## src/rtl/servo_pwm_gen_if.sv

```systemverilog
// servo_pwm_gen_if
//   Command/status bundle between the steering stage and the servo PWM
//   generator.
//   master : drives enable and pulse_width; observes the PWM status.
//   slave  : the PWM generator itself.
//   Signals:
//     enable       run request, level-sensitive
//     pulse_width  commanded pulse width in microseconds (unsigned, 11 bits)
//     servo_out    registered servo PWM pin
//     frame_start  one-cycle pulse on the first cycle of every frame
//     pw_active    pulse width used for the current frame, microseconds
interface servo_pwm_gen_if;
   logic        enable;
   logic [10:0] pulse_width;
   logic        servo_out;
   logic        frame_start;
   logic [10:0] pw_active;

   modport master (
      output enable,
      output pulse_width,
      input  servo_out,
      input  frame_start,
      input  pw_active
   );

   modport slave (
      input  enable,
      input  pulse_width,
      output servo_out,
      output frame_start,
      output pw_active
   );
endinterface

```

## src/rtl/servo_pwm_gen.sv

```systemverilog
// servo_pwm_gen
//   Hobby-servo PWM generator. Each frame is FRAME_US microseconds long and
//   starts with one high pulse whose width is pw_active microseconds. The
//   pulse-width command is only looked at on frame boundaries. At that point
//   it is clamped to PW_MIN..PW_MAX, and the change from the previous frame
//   is limited to SLEW_US.
//   Ports:
//     clk  system clock (CLK_HZ, an integer multiple of 1 MHz)
//     rst  synchronous, active-high reset
//     bus  servo_pwm_gen_if.slave (enable, pulse_width in; servo_out,
//          frame_start, pw_active out; all outputs registered)
module servo_pwm_gen #(
   parameter int CLK_HZ     = 100_000_000,
   parameter int FRAME_US   = 20000,
   parameter int PW_MIN     = 1000,
   parameter int PW_MAX     = 2000,
   parameter int PW_NEUTRAL = 1500,
   parameter int SLEW_US    = 10
) (
   input  logic             clk,
   input  logic             rst,
   servo_pwm_gen_if.slave   bus
);

   localparam int DIV   = CLK_HZ / 1_000_000;
   localparam int PRE_W = (DIV > 1) ? $clog2(DIV) : 1;
   localparam int US_W  = $clog2(FRAME_US);

   localparam logic [PRE_W-1:0] PRE_LAST  = PRE_W'(DIV - 1);
   localparam logic [US_W-1:0]  US_LAST   = US_W'(FRAME_US - 1);
   localparam logic [10:0]      PW_MIN_C  = 11'(PW_MIN);
   localparam logic [10:0]      PW_MAX_C  = 11'(PW_MAX);
   localparam logic [10:0]      PW_NEU_C  = 11'(PW_NEUTRAL);
   localparam logic [10:0]      SLEW_11   = 11'(SLEW_US);
   localparam logic [12:0]      SLEW_13   = 13'(SLEW_US);

   typedef enum logic {
      IDLE,
      RUN
   } state_t;

   state_t           state_q, state_d;
   logic [PRE_W-1:0] pre_q, pre_d;
   logic [US_W-1:0]  us_cnt_q, us_cnt_d;
   logic [10:0]      pw_active_q, pw_active_d;
   logic             servo_q, servo_d;
   logic             frame_start_q, frame_start_d;

   logic             tick;
   logic             boundary;
   logic [10:0]      target;
   logic [10:0]      pw_slewed;

   // Clamp the command into the legal servo range.
   always_comb begin
      target = bus.pulse_width;
      if (bus.pulse_width < PW_MIN_C) begin
         target = PW_MIN_C;
      end else if (bus.pulse_width > PW_MAX_C) begin
         target = PW_MAX_C;
      end
   end

   // Slew limiting. The comparisons are done in 13 bits so that
   // pw_active + SLEW_US cannot wrap. The selected results cannot overflow
   // 11 bits: a step up only happens when it stays below target, and a step
   // down only happens when pw_active exceeds target + SLEW_US.
   always_comb begin
      pw_slewed = target;
      if ({2'b00, target} > ({2'b00, pw_active_q} + SLEW_13)) begin
         pw_slewed = pw_active_q + SLEW_11;
      end else if (({2'b00, target} + SLEW_13) < {2'b00, pw_active_q}) begin
         pw_slewed = pw_active_q - SLEW_11;
      end
   end

   // Next-state logic for the counters, the state and the output flops.
   always_comb begin
      tick     = (pre_q == PRE_LAST);
      boundary = ((state_q == IDLE) && bus.enable) ||
                 ((state_q == RUN) && tick && (us_cnt_q == US_LAST));

      state_d       = state_q;
      pre_d         = pre_q;
      us_cnt_d      = us_cnt_q;
      pw_active_d   = pw_active_q;
      frame_start_d = 1'b0;

      if (boundary) begin
         pre_d    = '0;
         us_cnt_d = '0;
         if (bus.enable) begin
            state_d       = RUN;
            pw_active_d   = pw_slewed;
            frame_start_d = 1'b1;
         end else begin
            state_d = IDLE;
         end
      end else if (state_q == RUN) begin
         if (tick) begin
            pre_d    = '0;
            us_cnt_d = us_cnt_q + 1'b1;
         end else begin
            pre_d = pre_q + 1'b1;
         end
      end

      // The pin is computed from the next-state values. The registered
      // output is then exactly aligned with state/us_cnt/pw_active.
      servo_d = (state_d == RUN) && (32'(us_cnt_d) < 32'(pw_active_d));
   end

   always_ff @(posedge clk) begin
      if (rst) begin
         state_q       <= IDLE;
         pre_q         <= '0;
         us_cnt_q      <= '0;
         pw_active_q   <= PW_NEU_C;
         servo_q       <= 1'b0;
         frame_start_q <= 1'b0;
      end else begin
         state_q       <= state_d;
         pre_q         <= pre_d;
         us_cnt_q      <= us_cnt_d;
         pw_active_q   <= pw_active_d;
         servo_q       <= servo_d;
         frame_start_q <= frame_start_d;
      end
   end

   assign bus.servo_out   = servo_q;
   assign bus.frame_start = frame_start_q;
   assign bus.pw_active   = pw_active_q;

endmodule

```

## src/flat_wrapper.sv

```systemverilog
// flat-port wrapper written by rule: the top's interface ports become plain ports
module servo_pwm_gen_flat 
#(
   parameter int CLK_HZ     = 100_000_000,
   parameter int FRAME_US   = 20000,
   parameter int PW_MIN     = 1000,
   parameter int PW_MAX     = 2000,
   parameter int PW_NEUTRAL = 1500,
   parameter int SLEW_US    = 10
)
  (clk, rst, bus_enable, bus_pulse_width, bus_servo_out, bus_frame_start, bus_pw_active);
  servo_pwm_gen_if bus_i ();
  input  logic clk;
  input  logic rst;
  input wire logic [$bits(bus_i.enable)-1:0] bus_enable;
  input wire logic [$bits(bus_i.pulse_width)-1:0] bus_pulse_width;
  output wire logic [$bits(bus_i.servo_out)-1:0] bus_servo_out;
  output wire logic [$bits(bus_i.frame_start)-1:0] bus_frame_start;
  output wire logic [$bits(bus_i.pw_active)-1:0] bus_pw_active;
  assign bus_i.enable = bus_enable;
  assign bus_i.pulse_width = bus_pulse_width;
  assign bus_servo_out = bus_i.servo_out;
  assign bus_frame_start = bus_i.frame_start;
  assign bus_pw_active = bus_i.pw_active;
  servo_pwm_gen #(.CLK_HZ(CLK_HZ), .FRAME_US(FRAME_US), .PW_MIN(PW_MIN), .PW_MAX(PW_MAX), .PW_NEUTRAL(PW_NEUTRAL), .SLEW_US(SLEW_US)) u_core (.clk(clk), .rst(rst), .bus(bus_i));
endmodule
```

## config.mk

```make
export PLATFORM = sky130hd
export DESIGN_NAME = servo_pwm_gen_flat
export DESIGN_NICKNAME = d
export VERILOG_FILES = /design/src/rtl/servo_pwm_gen_if.sv /design/src/rtl/servo_pwm_gen.sv /design/src/flat_wrapper.sv
export SDC_FILE = /design/constraint.sdc
export NUM_CORES = 1
export LEC_CHECK = 0
export BUFFER_PORTS_ARGS = -buffer_cell sky130_fd_sc_hd__buf_2
export CORE_MARGIN = 1.5
export CORE_UTILIZATION = 64
export CTS_BUF_LIST = sky130_fd_sc_hd__clkbuf_8
export DETAILED_ROUTE_END_ITERATION = 6
export HOLD_SLACK_MARGIN = 0.06
export PLACE_DENSITY = 0.95
export SETUP_SLACK_MARGIN = 0.4
export SLEW_MARGIN = 20
export SYNTH_ARGS = -nofsm -noshare
export SYNTH_HDL_FRONTEND = slang
export SYNTH_SLANG_ARGS = --single-unit
```

## constraint.sdc

```tcl
create_clock -name clk -period 8.5 [get_ports clk]
set_input_delay 0.425 -clock clk [delete_from_list [all_inputs] [get_ports clk]]
set_output_delay 0.425 -clock clk [all_outputs]
set_load 0.03 [all_outputs]
```

==> run summary, run 1 <==
The number of global-route vias before repair is 2964. At the worst endpoint, the required time is 8670 ps. The remaining number of nets flagged by the antenna check after routing is 0.

The count of final max-slew check failures came out at 0. The clock-pin slew on the worst setup and hold paths came out at 70 ps. The number of nets in the synthesized netlist came out at 462. Walking the worst path, the cells encountered are buf_2 -> nand4_1 -> o21ba_2 -> a21oi_1 -> nand2_1 -> inv_1 -> ha_1 -> or2_2 -> nand2b_1 -> nor3b_1 -> o21ai_0 -> nand2_1 -> ha_1 -> and4_1 -> o21ai_0 -> a21oi_1 -> o22ai_1 -> buf_4 -> mux2_2 -> a221oi_1 -> ha_1 -> nand4_1 -> a211oi_1 -> a211oi_2. The synthesized instance count came out at 412. The number of different library cells in the post-synthesis netlist is 57.

TritonCTS built the clock tree. The area of the mapped netlist is 0.003267 mm². The number of vias per cell is 6.377. The number of non-filler instances in the completed layout came out at 501. The worst setup path is captured at a flop. In the synthesized netlist the dominant register cell turns out to be sky130_fd_sc_hd__dfxtp_1. The H-tree level count came out at 2. The largest net degree at the start of global routing came out at 19. The total number of yosys warnings came out at 0. After detailed placement, the design holds a cell count of 493. The total track usage is 32.05%.

In this run the tightest slew margin relative to its limit is 48.23%. The final routed DRC violation total came out at 0. Detailed routing inserted a total of 3195 vias.

The global-route wire length before repair is 13.72 mm. Along the worst path, the maximum fanout reaches 14. During I/O placement, the number of pins put on the boundary was 27. The final layout net count came out at 483. The iteration-0 DRC count of the detailed router is 405.

The die width came out at 74.45 µm. The maximum operating frequency is 0.1988 GHz. Leaving out fill and tap cells, the most frequent cell in the layout is sky130_fd_sc_hd__nor2_1. After detailed routing, the average wire length per cell comes to 16.58 µm. After global routing the overflow that remains totals 0. 0 antenna diodes ended up in the layout. After layout, the minimum clock period comes to 5030 ps. The filler cells instantiated in the layout total 366. The async set or reset register ratio after synthesis is 0%. The arrival time at the worst endpoint is 5200 ps. The starting utilization of the core area came out at 67.82%. The worst supply voltage drop on vdd came out at 144.7 µV. The routed wire length on met2 is 3.835 mm. The count of buffering cells on the critical path with inverters included came out at 3. The post-cts hold buffer count is 0. The final clock period utilization by the worst path came out at 59.18%.

The clock latency reported for the late side of the worst-skew pair came out at 300 ps. By instance count, the cell type seen most on the critical path is sky130_fd_sc_hd__ha_1. The library cells used most frequently in the layout, excluding fill and tap cells, are sky130_fd_sc_hd__nor2_1, sky130_fd_sc_hd__ha_1, sky130_fd_sc_hd__dfxtp_1. The area growth from synthesis to layout is 8.924%.

The design draws 0.8022 mW. The delay contributed by the slowest stage of the critical path is 450 ps. The run finished with clean final reports. Setup repair after global routing left no endpoint under its margin.

Synthesis inferred 36 register bits. The die footprint came out at 0.005542 mm². In this run the post-CTS setup repair buffer count came out at 0. The max-cap violation count is 0. Broken down by cell family, the worst path's largest delay share belongs to compound AO/OA/AOI/OAI gates. On the final layout, the worst clock skew is 1.991 ps.

The min-delay analysis places its worst path in the category in -> reg. The number of enable-type register cells in the synthesized netlist came out at 0. The core footprint is 0.004817 mm².

The proportion of synthesized chip area in sequential cells came out at 22.06%. For this run, the detailed router's first-pass iteration total came to 6. The number of setup violations in the final report came out at 0. The post-CTS resize count is 0. Of the cells placed in the final design, the portion with a size suffix greater than 1 is 12.67%. The routed metal-1 wire length is 3.605 mm.

STA classifies the critical path startpoint as a primary input. The routed length on met3 is 639 µm. In this run the tool buffered the top-level ports with 26 buffer cells.

The total negative slack came out at 0 ps. The routed wire length came out at 8.305 mm. The number of clock sinks seen by CTS is 36.

The number of buffers on the longest clock path is 2. The master of the slowest instance on the critical path is sky130_fd_sc_hd__a221oi_1. The initial antenna violation count came out at 0. CTS placed an instance of sky130_fd_sc_hd__clkbuf_8 at the clock tree root. The power per cell area came out at 225.4 mW/mm².

The number of standard-cell rows in the floorplan came out at 25. The estimated wirelength of the detail-placed design is 6.345 mm. The worst setup path is of the in -> reg kind. The last weighted congestion value of the routability-driven placer came out at 0.9967.

The post-synthesis average cell area came out at 7.929 µm². The highest metal layer with signal wires is met4. The final-report hold violation count is 0. The transition at the pin with the smallest max-transition slack came out at 769.4 ps.

The TritonCTS buffer count is 5. The static leakage is 1.458 nW. The worst slack on hold paths came out at 468.7 ps. In this run the vertical extent of the chip is 74.45 µm.
[power breakdown]
group / switching (mW) / internal, mW
clock network: 0.0643 / 0.104
logic: 0.257 / 0.165
registers: 0.0288 / 0.183
total: 0.350 / 0.452
[flip-flops by register name (all words and copies together) (netlist names)]
signal	count
u_core.pre_q	7
u_core.bus.frame_start	1
u_core.us_cnt_q	15
u_core.bus.pw_active	11
u_core.state_q	1
u_core.bus.servo_out	1
[worst register-to-register path, cell delays in order, from the launching register on]
cell and delay [ps]:
sky130_fd_sc_hd__dfxtp_1 460, sky130_fd_sc_hd__clkinv_1 270, sky130_fd_sc_hd__nor4_1 640, sky130_fd_sc_hd__nand3_1 170, sky130_fd_sc_hd__xnor2_1 260, sky130_fd_sc_hd__ha_1 310
sky130_fd_sc_hd__and4_1 190, sky130_fd_sc_hd__and4_1 190, sky130_fd_sc_hd__a311oi_1 260, sky130_fd_sc_hd__o21a_1 350, sky130_fd_sc_hd__nor2_1 210, sky130_fd_sc_hd__a221oi_1 450
sky130_fd_sc_hd__ha_1 350, sky130_fd_sc_hd__nand2_1 90, sky130_fd_sc_hd__nor2_1 40, sky130_fd_sc_hd__a211oi_1 240, sky130_fd_sc_hd__o2111ai_1 150, sky130_fd_sc_hd__a211oi_2 170
[kinds of logic after synthesis]
family,Yosys count,share of synthesized area [%]
and+or+nand+nor,173,27.96
DFF,36,22.06
xor gates and xnor gates,41,10.99
adders and majority gates,36,13.79
muxes,11,3.485
AOI/OAI and AO/OA,80,17.35
buffers and inverters,35,4.366
[per-layer routing]
layer / vias up / GRT usage (%)
met4: 0 / 12.93
met2: 163 / 51.88
li1: 1529 / -
met3: 24 / 6.911
met1: 1479 / 41.50
met5: - / 0
[synth_stat cells (all sizes together) (8+ instances only)]
library cell | number | share of area, %
xor2 | 15 | 4.0
a21oi | 25 | 3.8
nand2 | 31 | 3.6
nand3 | 13 | 2.0
inv | 20 | 2.3
mux2i | 8 | 2.5
o21ai | 15 | 2.4
clkbuf | 8 | 1.0
nor3 | 15 | 2.5
nor2 | 52 | 6.1
dfxtp | 36 | 22
or3 | 9 | 1.7
nand4 | 13 | 2.5
xnor2 | 26 | 7.0
ha | 36 | 14
[per-stage QoR]
step           instance area [µm²]  utilization [%]  setup WS (ps)
3_3_place_gp                  3432            71.25           3545
6_report                      3558            73.87           3470
2_1_floorplan                 3267                -           3946
5_1_grt                       3558            73.87           3067
3_5_place_dp                  3432            71.25           3343
4_1_cts                       3558            73.87           3605
[layout make-up]
class	count	area [µm²]	area share (%)
repair buffers	28	145.1	4.079
flip-flops and latches	36	720.7	20.25
clock buffers	7	96.34	2.707
well taps	67	83.83	2.356
multi-input cells	341	2404	67.55
clock inverters	1	30.03	0.8439
inverters	21	78.83	2.215
[final timing paths]
check	startpoint	to	slack (ps)	depth (start not counted)
setup reg to reg	u_core.bus.pw_active[4]	u_core.bus.servo_out	3640	17
hold / removal	rst	u_core.bus.pw_active[5]	470	2
setup / recovery	bus_pulse_width[6]	u_core.bus.servo_out	3470	24
hold reg to reg	u_core.pre_q[1]	u_core.pre_q[1]	540	2
Note: power is estimated with default switching activity, not from simulation.
==> run 2: changes to the inputs <==
- CORE_UTILIZATION: 64 -> 57
- PLACE_DENSITY: 0.95 -> 0.9
- clock period: 8.5 -> 4.3 ns (I/O delays scaled with it)
==> run 2 against run 1 <==
Setup slack worse by 3200 ps. Cell count up 8.6%. Register-to-register slack worse by 3400 ps. Flip-flop and latch count unchanged. Count of clock-buffer cells in the layout down 1. Utilization up 3.0 points.
==> run summary, run 2 (synthesis results as in run 1) <==
The run finished with clean final reports. The transition at the pin with the smallest max-transition slack came out at 837.5 ps. The estimated wirelength of the detail-placed design is 6.416 mm. The fraction of layout instances using a drive strength above 1 came out at 30.30%.

Dividing the detail-routed via count by the number of cells gives 6.108. The first global-routing pass estimated 14.61 mm of wire. The largest individual stage delay along the critical path comes from the cell sky130_fd_sc_hd__dfxtp_2. The initial antenna violation count was 0.

The layout filler cell count is 378. The clock-pin slew on the worst setup and hold paths came out at 80 ps. The last weighted congestion value of the routability-driven placer came out at 0.9355. TritonCTS built the clock tree. The post-cts hold buffer count came out at 0.

The layout-stage area growth over the synthesis result is 29.49%. The count of boundary I/O pins is 27. The total track usage came out at 29.77%. The die height came out at 78.71 µm.

The die footprint is 0.006194 mm². The library cell used most frequently in the layout, excluding fill and tap cells, is sky130_fd_sc_hd__nor2_1. The antenna cell count is 0.

The clock passes through at most 2 buffers. The clock drives 36 sinks. The H-tree level count came out at 2.

The data required time of the critical path is 4480 ps. The average routed wire per standard cell is 16.98 µm. Traced cell by cell, the critical path runs through nand2_2 -> nor4_4 -> nand3_1 -> xnor2_2 -> ha_1 -> and4_1 -> and4_1 -> a311oi_2 -> o21ai_1 -> buf_4 -> nor3_2 -> a21oi_1 -> o21a_1 -> ha_4 -> nand4_1 -> a211oi_2 -> a211oi_2. Clock latency on the worst-skew pair, taken at its later pin, is 300 ps. Setup repair after global routing could not meet its margin everywhere.

The hold path startpoint is rst. The final critical path takes up 93.86% of the cycle. The launch point of the worst reg-to-reg path is u_core.bus.pw_active[6]. The element type at the critical path end is a flop.

The maximum net fanout on the critical path came out at 9. The total area inside the core boundary comes to 0.005507 mm². The worst setup slack after layout came out at 264.0 ps.

The static leakage came out at 1.721 nW. The final-report hold violation count is 0. The type of origin of the critical path is a flop.

The routed wire length is 9.237 mm. The number of standard-cell rows in the floorplan came out at 27. The die is 78.71 µm wide. The number of setup violations in the final report is 0. Timing analysis after detailed placement gives a worst setup slack of -117.7 ps.

The maximum operating frequency came out at 0.2478 GHz. The max-cap violation count is 0. The power per cell area is 433.5 mW/mm².

The first detailed-routing pass ran for 5 iterations. The number of buffers and inverters on the critical path is 1. The worst supply voltage drop on vdd is 298.7 µV.

The worst hold path belongs to the class in -> reg. The final routed DRC violation total is 0. The detailed router finished its first iteration with 241 violations. The routed via count is 3323. The arrival time at the worst endpoint came out at 4220 ps.

The tree is rooted in a sky130_fd_sc_hd__clkbuf_8. Counting I/O delays and the setup requirement, the final critical path takes 4036 ps. The remaining number of nets flagged by the antenna check after routing came out at 0. The worst slew slack as a fraction of its limit is 43.98%. The global-route congestion overflow total came out at 0. On the critical path the largest part of the delay comes from simple AND/OR/NAND/NOR gates. The largest net degree at the start of global routing came out at 19.

The delay contributed by the slowest stage of the critical path is 410 ps. The starting utilization of the core area came out at 59.33%. Ranked by flip-flop count, first place goes to u_core.us_cnt_q. The number of clock buffers added by TritonCTS is 5.

The number of I/O port buffers came out at 26. The flip-flop count of the largest register after layout is 15. For this run, the post-layout net count is 521. The count of final max-slew check failures came out at 0. Across the routed clock network, the largest skew measured is 11.12 ps. The number of global-route vias before repair came out at 3285. For this run, the share of the core covered by cells in the final layout is 76.82%. The critical path in this run is classified as reg -> reg. The library cells used most frequently in the layout, excluding fill and tap cells, are sky130_fd_sc_hd__nor2_1, sky130_fd_sc_hd__buf_4, sky130_fd_sc_hd__ha_1. The critical path launch point is u_core.bus.pw_active[6].
[run 2: cell count changes in the layout (fill, tap and decap cells not counted), sizes merged]
cell,before,now
inv,20,22
clkinvlp,0,1
buf,28,66
clkbuf,7,6
clkinv,1,0
bufinv,1,0
[run 2: final timing paths]
path | end | slack [ps] | cells past startpoint
worst min register to register | u_core.pre_q[1] | 550 | 2
worst max register to register | u_core.bus.servo_out | 260 | 17
worst max-delay path | u_core.bus.servo_out | 260 | 17
worst min-delay path | u_core.bus.pw_active[5] | 250 | 2
[run 2: timing repair]
action | in CTS | in global routing
pin swaps | 22 | 28
buffers inserted | 3 | 11
resized for setup | 35 | 38
endpoints found under the setup margin | 1 | 1
[run 2: per-layer routing]
layer,track usage [%],share of wire [%]
met1,32.30,40
met2,55.43,51
met3,4.368,5.3
met4,15.54,3.9
met5,0,0
[run 2: report_power, final]
| part | internal (mW) | switching [mW] | leakage, nW | total (mW) |
|---|---|---|---|---|
| registers | 0.368 | 0.0512 | 0.293 | 0.419 |
| clock network | 0.128 | 0.124 | 0.0486 | 0.252 |
| logic | 0.517 | 0.646 | 1.38 | 1.16 |
| total | 1.01 | 0.821 | 1.72 | 1.83 |
[run 2: area by class of cell]
class / count / area, µm² / area share, %
Timing Repair Buffer: 66 / 488.0 / 11.54
Multi-Input combinational cell: 341 / 2738 / 64.71
Inverter: 21 / 83.83 / 1.982
Clock buffer: 6 / 82.58 / 1.952
Sequential cell: 36 / 737.0 / 17.42
Tap cell: 72 / 90.09 / 2.130
Clock inverter: 2 / 11.26 / 0.2662
[run 2: metrics by stage]
| step | setup TNS [ps] | hold WS [ps] | cell area [µm²] | instances | total power [mW] |
|---|---|---|---|---|---|
| finish | 0 | 250.0 | 4230 | 544 | 1.834 |
| global placement | 0 | 508.6 | 3686 | 522 | 1.303 |
| floorplan | 0 | 371.6 | 3341 | 412 | 1.079 |
| detailed placement | -117.7 | 533.9 | 3686 | 522 | 1.333 |
| global route | 0 | 257.1 | 4230 | 544 | 1.949 |
| CTS | 0 | 251.0 | 3991 | 533 | 1.689 |
[run 2: worst reg2reg max path, cell delays in order (launching register included)]
cell and delay (ps):
sky130_fd_sc_hd__dfxtp_2 410, sky130_fd_sc_hd__nand2_2 130, sky130_fd_sc_hd__nor4_4 260, sky130_fd_sc_hd__nand3_1 180
sky130_fd_sc_hd__xnor2_2 240, sky130_fd_sc_hd__ha_1 300, sky130_fd_sc_hd__and4_1 190, sky130_fd_sc_hd__and4_1 220
sky130_fd_sc_hd__a311oi_2 290, sky130_fd_sc_hd__o21ai_1 140, sky130_fd_sc_hd__buf_4 200, sky130_fd_sc_hd__nor3_2 160
sky130_fd_sc_hd__a21oi_1 90, sky130_fd_sc_hd__o21a_1 190, sky130_fd_sc_hd__ha_4 280, sky130_fd_sc_hd__nand4_1 200
sky130_fd_sc_hd__a211oi_2 340, sky130_fd_sc_hd__a211oi_2 100
